`config.mk`:
```
export PLATFORM = sky130hd
export DESIGN_NAME = amux_scan_sequencer
export DESIGN_NICKNAME = d
export VERILOG_FILES = /design/src/rtl/amux_pkg.sv /design/src/rtl/amux_next_ch.sv /design/src/rtl/amux_scan_sequencer.sv
export SDC_FILE = /design/constraint.sdc
export NUM_CORES = 1
export LEC_CHECK = 0
export ABC_AREA = 1
export CAP_MARGIN = 10
export CORE_ASPECT_RATIO = 0.7
export CORE_MARGIN = 1.5
export CORE_UTILIZATION = 54
export DETAILED_ROUTE_END_ITERATION = 10
export PLACE_DENSITY = 0.91
export SLEW_MARGIN = 10
export SYNTH_ARGS = -nofsm -noshare
export SYNTH_HDL_FRONTEND = slang
export SYNTH_HIERARCHICAL = 1
export SYNTH_SLANG_ARGS = --single-unit
```
`constraint.sdc`:
```
create_clock -name clk -period 2.95 [get_ports clk]
set_clock_uncertainty 0.1 [all_clocks]
set_input_delay 0.7375 -clock clk [delete_from_list [all_inputs] [get_ports clk]]
set_output_delay 0.7375 -clock clk [all_outputs]
set_load 0.005 [all_outputs]
```
`src/rtl/amux_pkg.sv`:
```
// Shared types for the analog mux scan sequencer.
package amux_pkg;

  typedef enum logic [2:0] {
    S_IDLE,
    S_BREAK,
    S_SETTLE,
    S_CONVERT,
    S_NEXT
  } state_e;

  // Channel index width for the default four-channel bank; the top derives its own from NCH.
  localparam int NCH_DEF = 4;
  localparam int CHW     = $clog2(NCH_DEF);

endpackage

```
`src/rtl/amux_next_ch.sv`:
```
// Finds the lowest set mask bit at or above from_i; from_i may be NCH (nothing left).
module amux_next_ch #(
  parameter int NCH = 4,
  parameter int CHW = $clog2(NCH)
) (
  input  logic [NCH-1:0] mask_i,
  input  logic [CHW:0]   from_i,
  output logic [CHW-1:0] idx_o,
  output logic           found_o
);

  // Descending scan so the lowest qualifying bit is the last one written.
  always_comb begin
    idx_o   = '0;
    found_o = 1'b0;
    for (int i = NCH - 1; i >= 0; i--) begin
      if (mask_i[i] && ((CHW+1)'(i) >= from_i)) begin
        idx_o   = CHW'(i);
        found_o = 1'b1;
      end
    end
  end

endmodule

```
`src/rtl/amux_scan_sequencer.sv`:
```
// Scans enabled analog mux channels with break-before-make, settle delay and ADC handshake.
module amux_scan_sequencer
  import amux_pkg::*;
#(
  parameter int NCH     = 4,
  parameter int DW      = 12,
  parameter int CW      = 8,
  parameter int TIMEOUT = 1023
) (
  input  logic                    clk,
  input  logic                    resetn,
  input  logic                    start,
  input  logic                    continuous,
  input  logic                    stop,
  input  logic [NCH-1:0]          ch_mask,
  input  logic [CW-1:0]           bbm_cycles,
  input  logic [CW-1:0]           settle_cycles,
  output logic [NCH-1:0]          mux_sel,
  output logic                    adc_req,
  input  logic                    adc_done,
  input  logic [DW-1:0]           adc_data,
  output logic                    res_valid,
  output logic [DW-1:0]           res_data,
  output logic [$clog2(NCH)-1:0]  res_ch,
  output logic                    busy,
  output logic                    timeout_err
);

  localparam int CHN = $clog2(NCH);
  localparam int TW  = $clog2(TIMEOUT + 1);
  localparam int NW  = (TW > CW) ? TW : CW;

  state_e          state_q, state_d;
  logic [CHN-1:0]  ch_q, ch_d;
  logic [NCH-1:0]  mask_q, mask_d;
  logic [CW-1:0]   bbm_q, bbm_d, set_q, set_d;
  logic [NW-1:0]   cnt_q, cnt_d;
  logic            stop_q, stop_d;
  logic [NCH-1:0]  mux_q, mux_d;
  logic            req_q, req_d, rv_q, rv_d, terr_q, terr_d;
  logic [DW-1:0]   rdata_q, rdata_d;
  logic [CHN-1:0]  rch_q, rch_d;

  logic [NCH-1:0]  first_mask;
  logic [CHN:0]    adv_from;
  logic [CHN-1:0]  first_idx, adv_idx;
  logic            first_found, adv_found, stop_eff;

  // A zero count still yields one cycle in the phase.
  function automatic logic [NW-1:0] ld_cnt(input logic [CW-1:0] v);
    return (v == '0) ? '0 : NW'(v) - NW'(1);
  endfunction

  assign first_mask = (state_q == S_IDLE) ? ch_mask : mask_q;
  assign adv_from   = {1'b0, ch_q} + (CHN+1)'(1);
  assign stop_eff   = stop_q | stop;

  amux_next_ch #(.NCH(NCH), .CHW(CHN)) u_first (
    .mask_i(first_mask), .from_i({(CHN+1){1'b0}}), .idx_o(first_idx), .found_o(first_found)
  );

  amux_next_ch #(.NCH(NCH), .CHW(CHN)) u_adv (
    .mask_i(mask_q), .from_i(adv_from), .idx_o(adv_idx), .found_o(adv_found)
  );

  always_comb begin
    state_d = state_q;
    ch_d    = ch_q;
    mask_d  = mask_q;
    bbm_d   = bbm_q;
    set_d   = set_q;
    cnt_d   = cnt_q;
    stop_d  = stop_q;
    terr_d  = terr_q;
    rdata_d = rdata_q;
    rch_d   = rch_q;
    rv_d    = 1'b0;
    if (stop && state_q != S_IDLE) stop_d = 1'b1;
    unique case (state_q)
      S_IDLE: begin
        if (start && first_found) begin
          mask_d  = ch_mask;
          bbm_d   = bbm_cycles;
          set_d   = settle_cycles;
          terr_d  = 1'b0;
          ch_d    = first_idx;
          cnt_d   = ld_cnt(bbm_cycles);
          state_d = S_BREAK;
        end
      end
      S_BREAK: begin
        if (cnt_q == '0) begin
          cnt_d   = ld_cnt(set_q);
          state_d = S_SETTLE;
        end else cnt_d = cnt_q - NW'(1);
      end
      S_SETTLE: begin
        if (cnt_q == '0) begin
          cnt_d   = NW'(TIMEOUT - 1);
          state_d = S_CONVERT;
        end else cnt_d = cnt_q - NW'(1);
      end
      S_CONVERT: begin
        if (adc_done) begin
          rdata_d = adc_data;
          rch_d   = ch_q;
          rv_d    = 1'b1;
          state_d = S_NEXT;
        end else if (cnt_q == '0) begin
          terr_d  = 1'b1;
          state_d = S_NEXT;
        end else cnt_d = cnt_q - NW'(1);
      end
      S_NEXT: begin
        if (adv_found) begin
          if (stop_eff) state_d = S_IDLE;
          else begin
            ch_d    = adv_idx;
            cnt_d   = ld_cnt(bbm_q);
            state_d = S_BREAK;
          end
        end else if (continuous && !stop_eff) begin
          ch_d    = first_idx;
          cnt_d   = ld_cnt(bbm_q);
          state_d = S_BREAK;
        end else state_d = S_IDLE;
      end
      default: state_d = S_IDLE;
    endcase
    if (state_d == S_IDLE) stop_d = 1'b0;
    // Select follows the next state so the pin is a clean flop output; NEXT holds it.
    mux_d = '0;
    if (state_d == S_SETTLE || state_d == S_CONVERT || state_d == S_NEXT) mux_d[ch_d] = 1'b1;
    req_d = (state_d == S_CONVERT);
  end

  always_ff @(posedge clk or negedge resetn) begin
    if (!resetn) begin
      state_q <= S_IDLE;
      ch_q    <= '0;
      mask_q  <= '0;
      bbm_q   <= '0;
      set_q   <= '0;
      cnt_q   <= '0;
      stop_q  <= 1'b0;
      mux_q   <= '0;
      req_q   <= 1'b0;
      rv_q    <= 1'b0;
      terr_q  <= 1'b0;
      rdata_q <= '0;
      rch_q   <= '0;
    end else begin
      state_q <= state_d;
      ch_q    <= ch_d;
      mask_q  <= mask_d;
      bbm_q   <= bbm_d;
      set_q   <= set_d;
      cnt_q   <= cnt_d;
      stop_q  <= stop_d;
      mux_q   <= mux_d;
      req_q   <= req_d;
      rv_q    <= rv_d;
      terr_q  <= terr_d;
      rdata_q <= rdata_d;
      rch_q   <= rch_d;
    end
  end

  assign mux_sel     = mux_q;
  assign adc_req     = req_q;
  assign res_valid   = rv_q;
  assign res_data    = rdata_q;
  assign res_ch      = rch_q;
  assign busy        = (state_q != S_IDLE);
  assign timeout_err = terr_q;

endmodule

```
==> metrics.txt, run 1 <==
Num CTS Buffers=9; Crit Path Class=reg -> reg; Cell Rows=24; Vias/cell=5.20; switching pwr=2100 µW; GRT Residual Overflow=0; CTS sink count=57; CORE AREA=between 6000 and 7000 µm²; multi-input logic area=about 1900 µm²; GR Util All Layers=approximately 28%; Iter 0 DRT Violations=300; unrepaired setup endpoints after global routing=false; Logic pwr share=52.6%; number of global-route vias before repair=between 3,000 and 4,000; Finished Layout Cells=roughly 700; sequential-to-total area share from yosys stat=between 30% and 40%; CTS Root Cell=clkbuf_8; slew at the pin closest to its max-slew limit=between 0.7 and 0.8 ns; Top FF cell, synth=dfrtp_1; initial antenna violation count=0; Finish-stage setup viols=0; Seq cells post-synth=57; CP Cell Sequence=nor2_2 -> nand2_2 -> o21ai_1 -> inv_1 -> nor2_1 -> a21oi_1 -> nand3_1 -> nand2_1 -> nand2_1 -> inv_1 -> o21ai_2 -> nand3_4 -> inv_1 -> nand2_1 -> nor2_1 -> nor2_1; RD Place Congestion=0.953; Cell variety after synth=34; max incr delay on CP=~0.43 ns; # hold bufs at CTS=0; first-pass GRT wire length=around 15,000 µm; design area=~4500 µm²; VDD IR max=a little over 0.0006 V; Syn Inst Count=around 530; Die ar.=approximately 7200 µm²; Max Slew Vio Count=0; Chip Width=between 100 and 150 µm; Crit. End Element=register; clock share of power=roughly 17%; Inserted Diodes=0; Skew-Pair Late Insertion Delay=approximately 0.36 ns; DR WL/cell=~13 µm; Initial Util=a little under three fifths; H-tree Lvls=3; P_int=2440 µW; hold crit path type=reg -> reg; DRT antenna net count=0; Worst-path clk slew=0.08 ns; most frequent cells in the layout=175 x nand2_1, 64 x inv_1, 59 x nor2_1; Syn. warnings=6; worst setup margin=0.308 ns; Util after Layout=a little under three quarters; Req. time, crit path=3.10 ns; f_max=approximately 380 MHz; static power due to leakage=~0.0023 µW; P&R area growth vs syn=25.4%; Post-route DRC=0; sequential cell area=approximately 1400 µm²; via count=3,627; I/O Buffers=~60; largest net degree at the start of global routing=58; Post-synth EDFFs=0; P per Cell Area=approximately 1000 nW/µm²; switching power share of the total=between 40 and 50%; # IOs=60; CTS tree=yes; CP max FO=18; Max transition margin=~52%; Chip Height=between 70 and 80 µm; hold violation total from the final report=0; Final min period=about 2.6 ns; HPWL Detailed=7150 µm; Cells after DPL=approximately 680; CP Launch Type=register; final period utilization=about 90%; CP arrival=around 2.8 ns; CP max-delay cell=dfrtp_1; Pre-Repair DR Iteration Count=5; pre-CTS WS=-0.0570 ns; share of flip-flops with an asynchronous set or reset=100%; outcome=complete, no violations; Post-Route WL=about 9300 µm; Layout Nets=644; Filler cells=between 400 and 500; commonest non-fill, non-tap cell in the layout=nand2_1; Mapped Avg Cell Area=approximately 7 µm²; share of layout cells above drive strength 1=about 8.6%; Placed Instance Area=approximately 4300 µm²; clock tree buffer depth=2; Max-Cap Viols=0; sequential power share=between 30% and 40%; Post-Synthesis Cell Area=around 3600 µm²
==> synthesized netlist by cell type (2+ instances only) <==
| master | count | area [µm²] |
|---|---|---|
| ha_1 | 5 | 62.6 |
| nor2_1 | 59 | 221 |
| o21ai_1 | 7 | 35.0 |
| nand3b_2 | 2 | 22.5 |
| nand2_1 | 176 | 661 |
| o21ai_0 | 40 | 200 |
| nor2_2 | 6 | 37.5 |
| a21oi_1 | 6 | 30.0 |
| nor3_1 | 3 | 15.0 |
| clkbuf_1 | 5 | 18.8 |
| inv_1 | 64 | 240 |
| nand3_1 | 45 | 225 |
| xor2_1 | 12 | 105 |
| nor2_8 | 2 | 40.0 |
| a21oi_2 | 2 | 17.5 |
| nand2_2 | 6 | 37.5 |
| nand4_1 | 9 | 56.3 |
| dfrtp_1 | 57 | 1430 |
| inv_2 | 6 | 22.5 |
| buf_2 | 2 | 10.0 |
==> critical path, delay by kind of cell (launching register included) <==
kind	cells	cell delay [ns]
AOI/OAI and AO/OA	3	0.48
buffers and inverters	3	0.27
DFF	1	0.43
and+or+nand+nor	10	1.24
==> sequential cells by signal, summed over array words and instances (netlist names) <==
| name | flops |
|---|---|
| mux_sel | 4 |
| adc_req | 1 |
| ch_q | 2 |
| stop_q | 1 |
| timeout_err | 1 |
| mask_q | 4 |
| res_ch | 2 |
| state_q | 3 |
| set_q | 8 |
| res_data | 12 |
| res_valid | 1 |
| cnt_q | 10 |
| bbm_q | 8 |
==> stage by stage <==
| stage | total power [µW] | setup TNS (ns) | hold WS [ns] |
|---|---|---|---|
| finish | 4540 | 0 | 0.383 |
| global route | 4930 | 0 | 0.403 |
| CTS | 4520 | 0 | 0.385 |
| detailed placement | 3740 | -0.176 | 0.362 |
| global placement | 3660 | 0 | 0.354 |
| floorplan | 2980 | 0 | 0.342 |
==> power by group through the flow <==
stage               Combinational, µW  Clock [µW]  Sequential (µW)
floorplan                        1630           0             1350
global placement                 2270           0             1380
detailed placement               2350           0             1390
CTS                              2370         765             1390
global route                     2690         803             1440
finish                           2390         757             1400
==> kinds of logic after synthesis <==
kind of cell	count (synthesis)	synth area share, %
and+or+nand+nor	314	38.5
xor gates and xnor gates	13	3.14
buffers and inverters	79	8.53
adders and majority gates	5	1.73
DFF	57	39.4
other	1	0.103
AOI/OAI and AO/OA	59	8.63
==> path summary, 6_finish.rpt <==
check / cells after the start / startpoint / slack [ns] / endpoint
max: 16 / state_q[0] / 0.31 / cnt_q[2]
min: 2 / res_data[9] / 0.38 / res_data[9]
max reg2reg: 16 / state_q[0] / 0.31 / cnt_q[2]
min reg2reg: 2 / res_data[9] / 0.38 / res_data[9]
max in group asynchronous: 2 / resetn / 1.85 / res_ch[0]
min in group asynchronous: 2 / resetn / 0.42 / mask_q[3]
==> routing by layer <==
metal  GRT usage (%)  wire [µm]  vias to the layer above
li1                -          -                     1809
met2            42.3       3970                      151
met4            8.95        155                        0
met3            9.56        786                       23
met1            37.8       4380                     1644
met5               0          0                        -
==> layout make-up <==
class                           count  area share (%)
Multi-Input combinational cell    399            42.2
Sequential cell                    57            31.4
Inverter                           71            5.92
Timing Repair Buffer               63            13.5
Clock buffer                        9            2.73
Tap cell                           91            2.51
Clock inverter                      7            1.71
==> timing repair <==
action / in CTS / in global routing
gates resized for setup: 0 / 2
setup endpoints to repair: 0 / 17
endpoints found under the hold margin: 0 / 0
setup buffers: 0 / 0
(Power assumes the default switching activity.)
==> run 2: changes to the inputs <==
--- a/config.mk
+++ b/config.mk
@@ -5,14 +5,13 @@
 export SDC_FILE = /design/constraint.sdc
 export NUM_CORES = 1
 export LEC_CHECK = 0
-export ABC_AREA = 1
 export CAP_MARGIN = 10
 export CORE_ASPECT_RATIO = 0.7
 export CORE_MARGIN = 1.5
-export CORE_UTILIZATION = 54
+export CORE_UTILIZATION = 53
 export DETAILED_ROUTE_END_ITERATION = 10
-export PLACE_DENSITY = 0.91
-export SLEW_MARGIN = 10
+export PLACE_DENSITY = 0.9
+export SLEW_MARGIN = 20
 export SYNTH_ARGS = -nofsm -noshare
 export SYNTH_HDL_FRONTEND = slang
 export SYNTH_HIERARCHICAL = 1
==> run 2 against run 1 <==
Sequential power is essentially flat; via count shrank 13%; fmax shrank 5.6%; largest cell class unchanged; critical path depth shrank 4; area after synthesis shrank 8.0%; synthesized cell count shrank 32%; highest routed layer unchanged.
==> metrics.txt, run 2 <==
post-CTS setup buffers=0 (unchanged); Final min period=2.80 ns (was 2.64 ns); f_max=357 MHz (was 379 MHz); Post-route DRC=0 (unchanged); share of flip-flops with an asynchronous set or reset=100% (unchanged); Iter 0 DRT Violations=364 (was 300); final period utilization=94.8% (was 89.6%); via count=3,161 (was 3,627); CP Launch Type=register (unchanged); Max Slew Vio Count=0 (unchanged); Placed Instance Area=4120 µm² (was 4340 µm²); Pre-Repair DR Iteration Count=8 (was 5); Worst-path clk slew=0.07 ns (was 0.08 ns); Die ar.=6780 µm² (was 7220 µm²); design area=4370 µm² (was 4540 µm²); largest net degree at the start of global routing=27 (was 58); Vias/cell=6.07 (was 5.20); Syn. warnings=6 (unchanged); synth cell count leaders=57 x dfrtp_1, 40 x nand2_1, 32 x nor2_1, 28 x mux2_2 (was 176 x nand2_1, 64 x inv_1, 59 x nor2_1, 57 x dfrtp_1, 45 x nand3_1); Util after Layout=74.1% (was 71.4%); unrepaired setup endpoints after global routing=false (unchanged); H-tree Lvls=3 (unchanged); most frequent cell after synthesis=dfrtp_1 (was nand2_1); Skew-Pair Late Insertion Delay=0.35 ns (was 0.36 ns); Critical Path Start=state_q[0] (unchanged); Crit Path Class=reg -> reg (unchanged); post-synth top area share=42.8% (was 39.4%); CTS Root Cell=clkbuf_8 (unchanged); CORE AREA=5900 µm² (was 6370 µm²); outcome=complete, no violations (unchanged); Largest register FFs=12 (unchanged); CP arrival=2.93 ns (was 2.79 ns); Synth area leaders=dfrtp_1 43%, mux2_2 9.5%, nand2_1 4.5% (was dfrtp_1 39%, nand2_1 18%, inv_1 6.6%); Syn Inst Count=358 (was 528); Initial Util=56.5% (was 56.9%); Mapped Avg Cell Area=9.31 µm² (was 6.86 µm²); Cells after DPL=505 (was 681); CTS sink count=57 (unchanged); I/O Buffers=59 (unchanged); GRT Residual Overflow=0 (unchanged); GR Util All Layers=28.6% (was 27.9%); number of global-route vias before repair=3,082 (was 3,343); first-pass GRT wire length=15,300 µm (was 15,400 µm); Max transition margin=53.9% (was 51.9%); Finished Layout Cells=521 (was 697); clock tree buffer depth=2 (unchanged); Top FF cell, synth=dfrtp_1 (unchanged); Post-synth EDFFs=0 (unchanged); Chip Height=69.3 µm (was 71.5 µm); CTS resizes=0 (unchanged); Inserted Diodes=0 (unchanged); Finish-stage setup viols=0 (unchanged); Crit. End Element=register (unchanged); Post-Synthesis Cell Area=3330 µm² (was 3620 µm²); dominant cell type by area after synthesis=dfrtp_1 (unchanged); Chip Width=97.8 µm (was 101 µm); hold crit path type=in -> async (was reg -> reg); Post-Route WL=9230 µm (was 9290 µm); Req. time, crit path=3.09 ns (was 3.10 ns); P&R area growth vs syn=31.2% (was 25.4%); RD Place Congestion=0.959 (was 0.953); Reg2Reg Setup Slack=0.15 ns (was 0.31 ns); DR WL/cell=17.7 µm (was 13.3 µm); sequential-to-total area share from yosys stat=42.8% (was 39.4%); DRT antenna net count=0 (unchanged); Critical Path End=mux_sel[3] (was cnt_q[2]); hold violation total from the final report=0 (unchanged); CP max FO=6 (was 18); CTS tree=yes (unchanged); Seq cells post-synth=57 (unchanged); Max-Cap Viols=0 (unchanged); share of layout cells above drive strength 1=17.9% (was 8.58%); VDD IR max=0.000556 V (was 0.000603 V); Crit Reg-Reg Endpoint=mux_sel[3] (was cnt_q[2]); reg-to-reg startpoint=state_q[0] (unchanged); most frequent cells in the layout=58 x clkdlybuf4s50_1, 57 x dfrtp_1, 40 x nand2_1 (was 175 x nand2_1, 64 x inv_1, 59 x nor2_1); slew at the pin closest to its max-slew limit=0.689 ns (was 0.722 ns); Cell variety after synth=63 (was 34); Cell Rows=23 (was 24); Layout Nets=484 (was 644); Filler cells=424 (was 495); # IOs=60 (unchanged); commonest non-fill, non-tap cell in the layout=clkdlybuf4s50_1 (was nand2_1); # hold bufs at CTS=0 (unchanged); P per Cell Area=969 nW/µm² (was 1000 nW/µm²); worst reg2reg path depth=12 (was 16); initial antenna violation count=0 (unchanged); static power due to leakage=0.00190 µW (was 0.00232 µW); HPWL Detailed=6720 µm (was 7150 µm); Num CTS Buffers=9 (unchanged)
==> run 2: changes by cell type in the layout (fill, tap and decap cells not counted), moves of 8 or more <==
| cell | before | now |
|---|---|---|
| a21oi_1 | 6 | 22 |
| buf_4 | 4 | 16 |
| inv_1 | 64 | 22 |
| mux2_2 | 0 | 28 |
| nand2_1 | 175 | 40 |
| nand3_1 | 45 | 5 |
| nand4_1 | 9 | 1 |
| nor2_1 | 59 | 32 |
| o21ai_0 | 39 | 18 |
==> run 2: cells by family (layout without fill, tap and decap cells) <==
group,after synthesis,after routing,synth area share (%)
compound gates,90,90,17.5
xor+xnor,12,12,3.15
fa+ha+maj,5,5,1.88
buf+inv,33,114,4.21
flops,57,57,42.8
mux,31,31,10.4
other cells,1,8,0.113
simple gates,129,129,20.0
==> run 2: layout make-up <==
| type | instances | area [µm²] | area share [%] |
|---|---|---|---|
| tap | 75 | 93.8 | 2.15 |
| clock buffer | 10 | 138 | 3.15 |
| sequential | 57 | 1430 | 32.6 |
| inverter | 22 | 82.6 | 1.89 |
| multi-input combinational | 275 | 1810 | 41.5 |
| clock inverter | 6 | 91.3 | 2.09 |
| timing repair buffer | 76 | 726 | 16.6 |
==> run 2: report_power, final <==
group	internal, µW	switching (µW)
Clock	499	335
Sequential	1090	326
Combinational	967	1020
==> run 2: worst min path at each step <==
stage | from | endpoint | slack, ns
finish | resetn | cnt_q[6] | 0.21
global route | resetn | adc_req | 0.24
CTS | resetn | adc_req | 0.21
detailed placement | res_ch[0] | res_ch[0] | 0.38
global placement | res_ch[0] | res_ch[0] | 0.36
floorplan | resetn | adc_req | 0.34
==> run 2: worst max-delay path: stages, from the launching register on <==
cell     delay [ns]
dfrtp_1        0.40
nor3_4         0.34
inv_1          0.22
nand2_1        0.11
nand2_1        0.05
a21bo_1        0.19
a21o_1         0.16
nand2_1        0.09
nand2_1        0.10
nor2_2         0.07
a41o_1         0.23
a221o_1        0.42
and3_1         0.19
==> run 2: per-layer routing <==
metal / vias to the layer above / track usage [%] / part of all wire [%]
met2: 177 / 42.4 / 44
li1: 1455 / - / -
met3: 29 / 8.87 / 9.6
met1: 1500 / 40.0 / 45
met5: - / 0 / 0
met4: 0 / 9.52 / 1.8
==> run 2: stage by stage <==
step / setup WS [ns] / total power [µW] / hold slack, ns / TNS, ns
6_report: 0.152 / 4230 / 0.211 / 0
5_1_grt: 0.00764 / 4490 / 0.239 / 0
4_1_cts: 0.0601 / 4150 / 0.211 / 0
3_5_place_dp: -0.189 / 3280 / 0.380 / -1.88
3_3_place_gp: -0.0647 / 3170 / 0.365 / -0.585
2_1_floorplan: 0.339 / 2600 / 0.342 / 0
==> run 3: changes to the inputs <==
--- a/config.mk
+++ b/config.mk
@@ -10,6 +10,7 @@
 export CORE_MARGIN = 1.5
 export CORE_UTILIZATION = 53
 export DETAILED_ROUTE_END_ITERATION = 10
+export GPL_TIMING_DRIVEN = 0
 export PLACE_DENSITY = 0.9
 export SLEW_MARGIN = 20
 export SYNTH_ARGS = -nofsm -noshare
==> run 3 against run 2 <==
Critical path depth fell by 3; the run now ends with setup timing left; final area is 0.37% lower; largest cell class unchanged; die area unchanged; sequential power hardly changed; clock power up 1%.
==> metrics.txt, run 3 (same netlist as run 2, synthesis figures left out) <==
Pre-Repair DR Iteration Count=5 (was 8); Cells after DPL=500 (was 505); HPWL Detailed=6460 µm (was 6720 µm); share of layout cells above drive strength 1=16.2% (was 17.9%); Req. time, crit path=3.14 ns (was 3.09 ns); CP max-delay cell=a2111oi_1 (was a221o_1); P per Cell Area=965 nW/µm² (was 969 nW/µm²); largest net degree at the start of global routing=58 (was 27); failing checks=setup timing; Chip Width=97.8 µm (unchanged); multi-input logic area=1810 µm² (about the same); Vias/cell=6.13 (was 6.07); hold crit path type=in -> async (unchanged); unrepaired setup endpoints after global routing=true (was false); I/O Buffers=59 (unchanged); Max transition margin=27.3% (was 53.9%); Chip Height=69.3 µm (unchanged); Inserted Diodes=0 (unchanged); worst reg2reg path depth=9 (was 12); CTS Root Cell=clkbuf_8 (unchanged); worst setup margin=-0.0343 ns (was 0.152 ns); CORE AREA=5900 µm² (unchanged); Max-Cap Viols=0 (unchanged); Die ar.=6780 µm² (unchanged); Critical Path Start=cnt_q[0] (was state_q[0]); commonest non-fill, non-tap cell in the layout=clkdlybuf4s50_1 (unchanged); Worst-path clk slew=0.07 ns (about the same); RD Place Congestion=0.913 (was 0.959); Initial Util=56.5% (unchanged); Num CTS Buffers=9 (unchanged); Cell Rows=23 (unchanged); Finished Layout Cells=519 (was 521); # IOs=60 (unchanged); Final min period=2.98 ns (was 2.80 ns); Post-route DRC=0 (unchanged); CTS tree=yes (unchanged); Crit Reg-Reg Endpoint=cnt_q[2] (was mux_sel[3]); P&R area growth vs syn=30.7% (was 31.2%); Reg2Reg Setup Slack=-0.03 ns (was 0.15 ns); initial antenna violation count=0 (unchanged); H-tree Lvls=3 (unchanged); number of global-route vias before repair=3,094 (was 3,082); CP max FO=7 (was 6); CP arrival=3.18 ns (was 2.93 ns); Finish-stage setup viols=1 (was 0); final period utilization=101% (was 94.8%); Crit. path cell count=9 (was 12); slew at the pin closest to its max-slew limit=1.09 ns (was 0.689 ns); via count=3,179 (was 3,161); CP bufs+invs=2 (was 1); Max Slew Vio Count=0 (unchanged); Largest register FFs=12 (unchanged); outcome=finished with violations (was complete, no violations); Crit Path Class=reg -> reg (unchanged); Post-Route WL=9260 µm (was 9230 µm); most frequent cells in the layout=58 x clkdlybuf4s50_1, 57 x dfrtp_1, 40 x nand2_1 (unchanged); sequential cell area=1430 µm² (unchanged); DR WL/cell=17.8 µm (was 17.7 µm); CTS sink count=57 (unchanged); CP Launch Type=register (unchanged); first-pass GRT wire length=15,200 µm (was 15,300 µm); hold violation total from the final report=0 (unchanged); Crit. End Element=register (unchanged); DRT antenna net count=0 (unchanged); GRT Residual Overflow=0 (unchanged); GR Util All Layers=28.6% (about the same); # hold bufs at CTS=0 (unchanged); VDD IR max=0.000480 V (was 0.000556 V); Iter 0 DRT Violations=272 (was 364); Skew-Pair Late Insertion Delay=0.36 ns (was 0.35 ns); Layout Nets=482 (was 484); f_max=335 MHz (was 357 MHz); clock tree buffer depth=2 (unchanged); static power due to leakage=0.00187 µW (was 0.00190 µW); Critical Path End=cnt_q[2] (was mux_sel[3]); Filler cells=416 (was 424); max incr delay on CP=0.99 ns (was 0.42 ns); hold slack=0.250 ns (was 0.211 ns); CP Cell Sequence=inv_1 -> ha_1 -> or4b_1 -> buf_2 -> nor3_4 -> a2111oi_1 -> nor2_1 -> o21ai_0 -> a22o_1 (was nor3_4 -> inv_1 -> nand2_1 -> nand2_1 -> a21bo_1 -> a21o_1 -> nand2_1 -> nand2_1 -> nor2_2 -> a41o_1 -> a221o_1 -> and3_1); reg-to-reg startpoint=cnt_q[0] (was state_q[0]); CP delay by family, top=compound AO/OA/AOI/OAI gates (unchanged)
==> run 3: cell types whose count changed in the layout (fill, tap and decap cells not counted), moves of 2 or more <==
cell,previous run,this run
clkbuf_1,0,3
buf_1,0,3
buf_6,0,2
buf_4,16,4
a2111oi_2,2,0
a2111oi_1,0,2
==> run 3: per-layer routing <==
metal | global-route usage [%] | part of all wire (%) | wire [µm]
met2 | 43.4 | 45 | 4160
met3 | 8.37 | 10 | 933
met5 | 0 | 0 | 0
met1 | 38.3 | 42 | 3920
met4 | 12.4 | 2.7 | 248
==> run 3: where the power goes <==
part           switching (µW)  total, µW  internal [µW]  leakage [µW]
Combinational            1030       1950            921       0.00104
Sequential                326       1410           1090      0.000728
Clock                     346        845            499      0.000105
Total                    1700       4200           2510       0.00187
==> run 3: timing repair <==
item,CTS,global route
pin swaps,1,2
resized for setup,4,4
endpoints found under the setup margin,25,34
buffers inserted,3,1
==> run 3: metrics by stage <==
step	util (%)	power (µW)	worst slack [ns]	cell area, µm²	TNS (ns)
after global routing	73.8	4450	-0.0977	4360	-0.273
final	73.8	4200	-0.0343	4360	-0.0343
after detailed placement	69.0	3220	-0.776	4070	-17.52
after global placement	68.5	3100	-0.780	4040	-59.88
after floorplan	-	2600	0.339	3360	0
after CTS	73.7	4120	0.00961	4350	0
==> run 3: worst register-to-register path: stages (launching register included) <==
cell       delay [ns]
dfrtp_1          0.39
inv_1            0.08
ha_1             0.26
or4b_1           0.20
buf_2            0.19
nor3_4           0.09
a2111oi_1        0.99
nor2_1           0.19
o21ai_0          0.26
a22o_1           0.18
==> run 3: worst min-delay path by stage <==
stage               cells past startpoint           to  slack (ns)
finish                                  2     cnt_q[6]        0.25
global route                            2     cnt_q[9]        0.28
CTS                                     2     set_q[4]        0.27
detailed placement                      1  res_data[4]        0.39
global placement                        2    res_ch[0]        0.36
floorplan                               0      adc_req        0.34
==> run 3: final cells by class <==
type	count	share of cell area (%)
clock inverter	6	2.10
tap	75	2.15
inverter	22	1.90
timing repair buffer	64	15.1
sequential	57	32.7
buffer	10	1.26
clock buffer	10	3.16
multi-input combinational	275	41.6
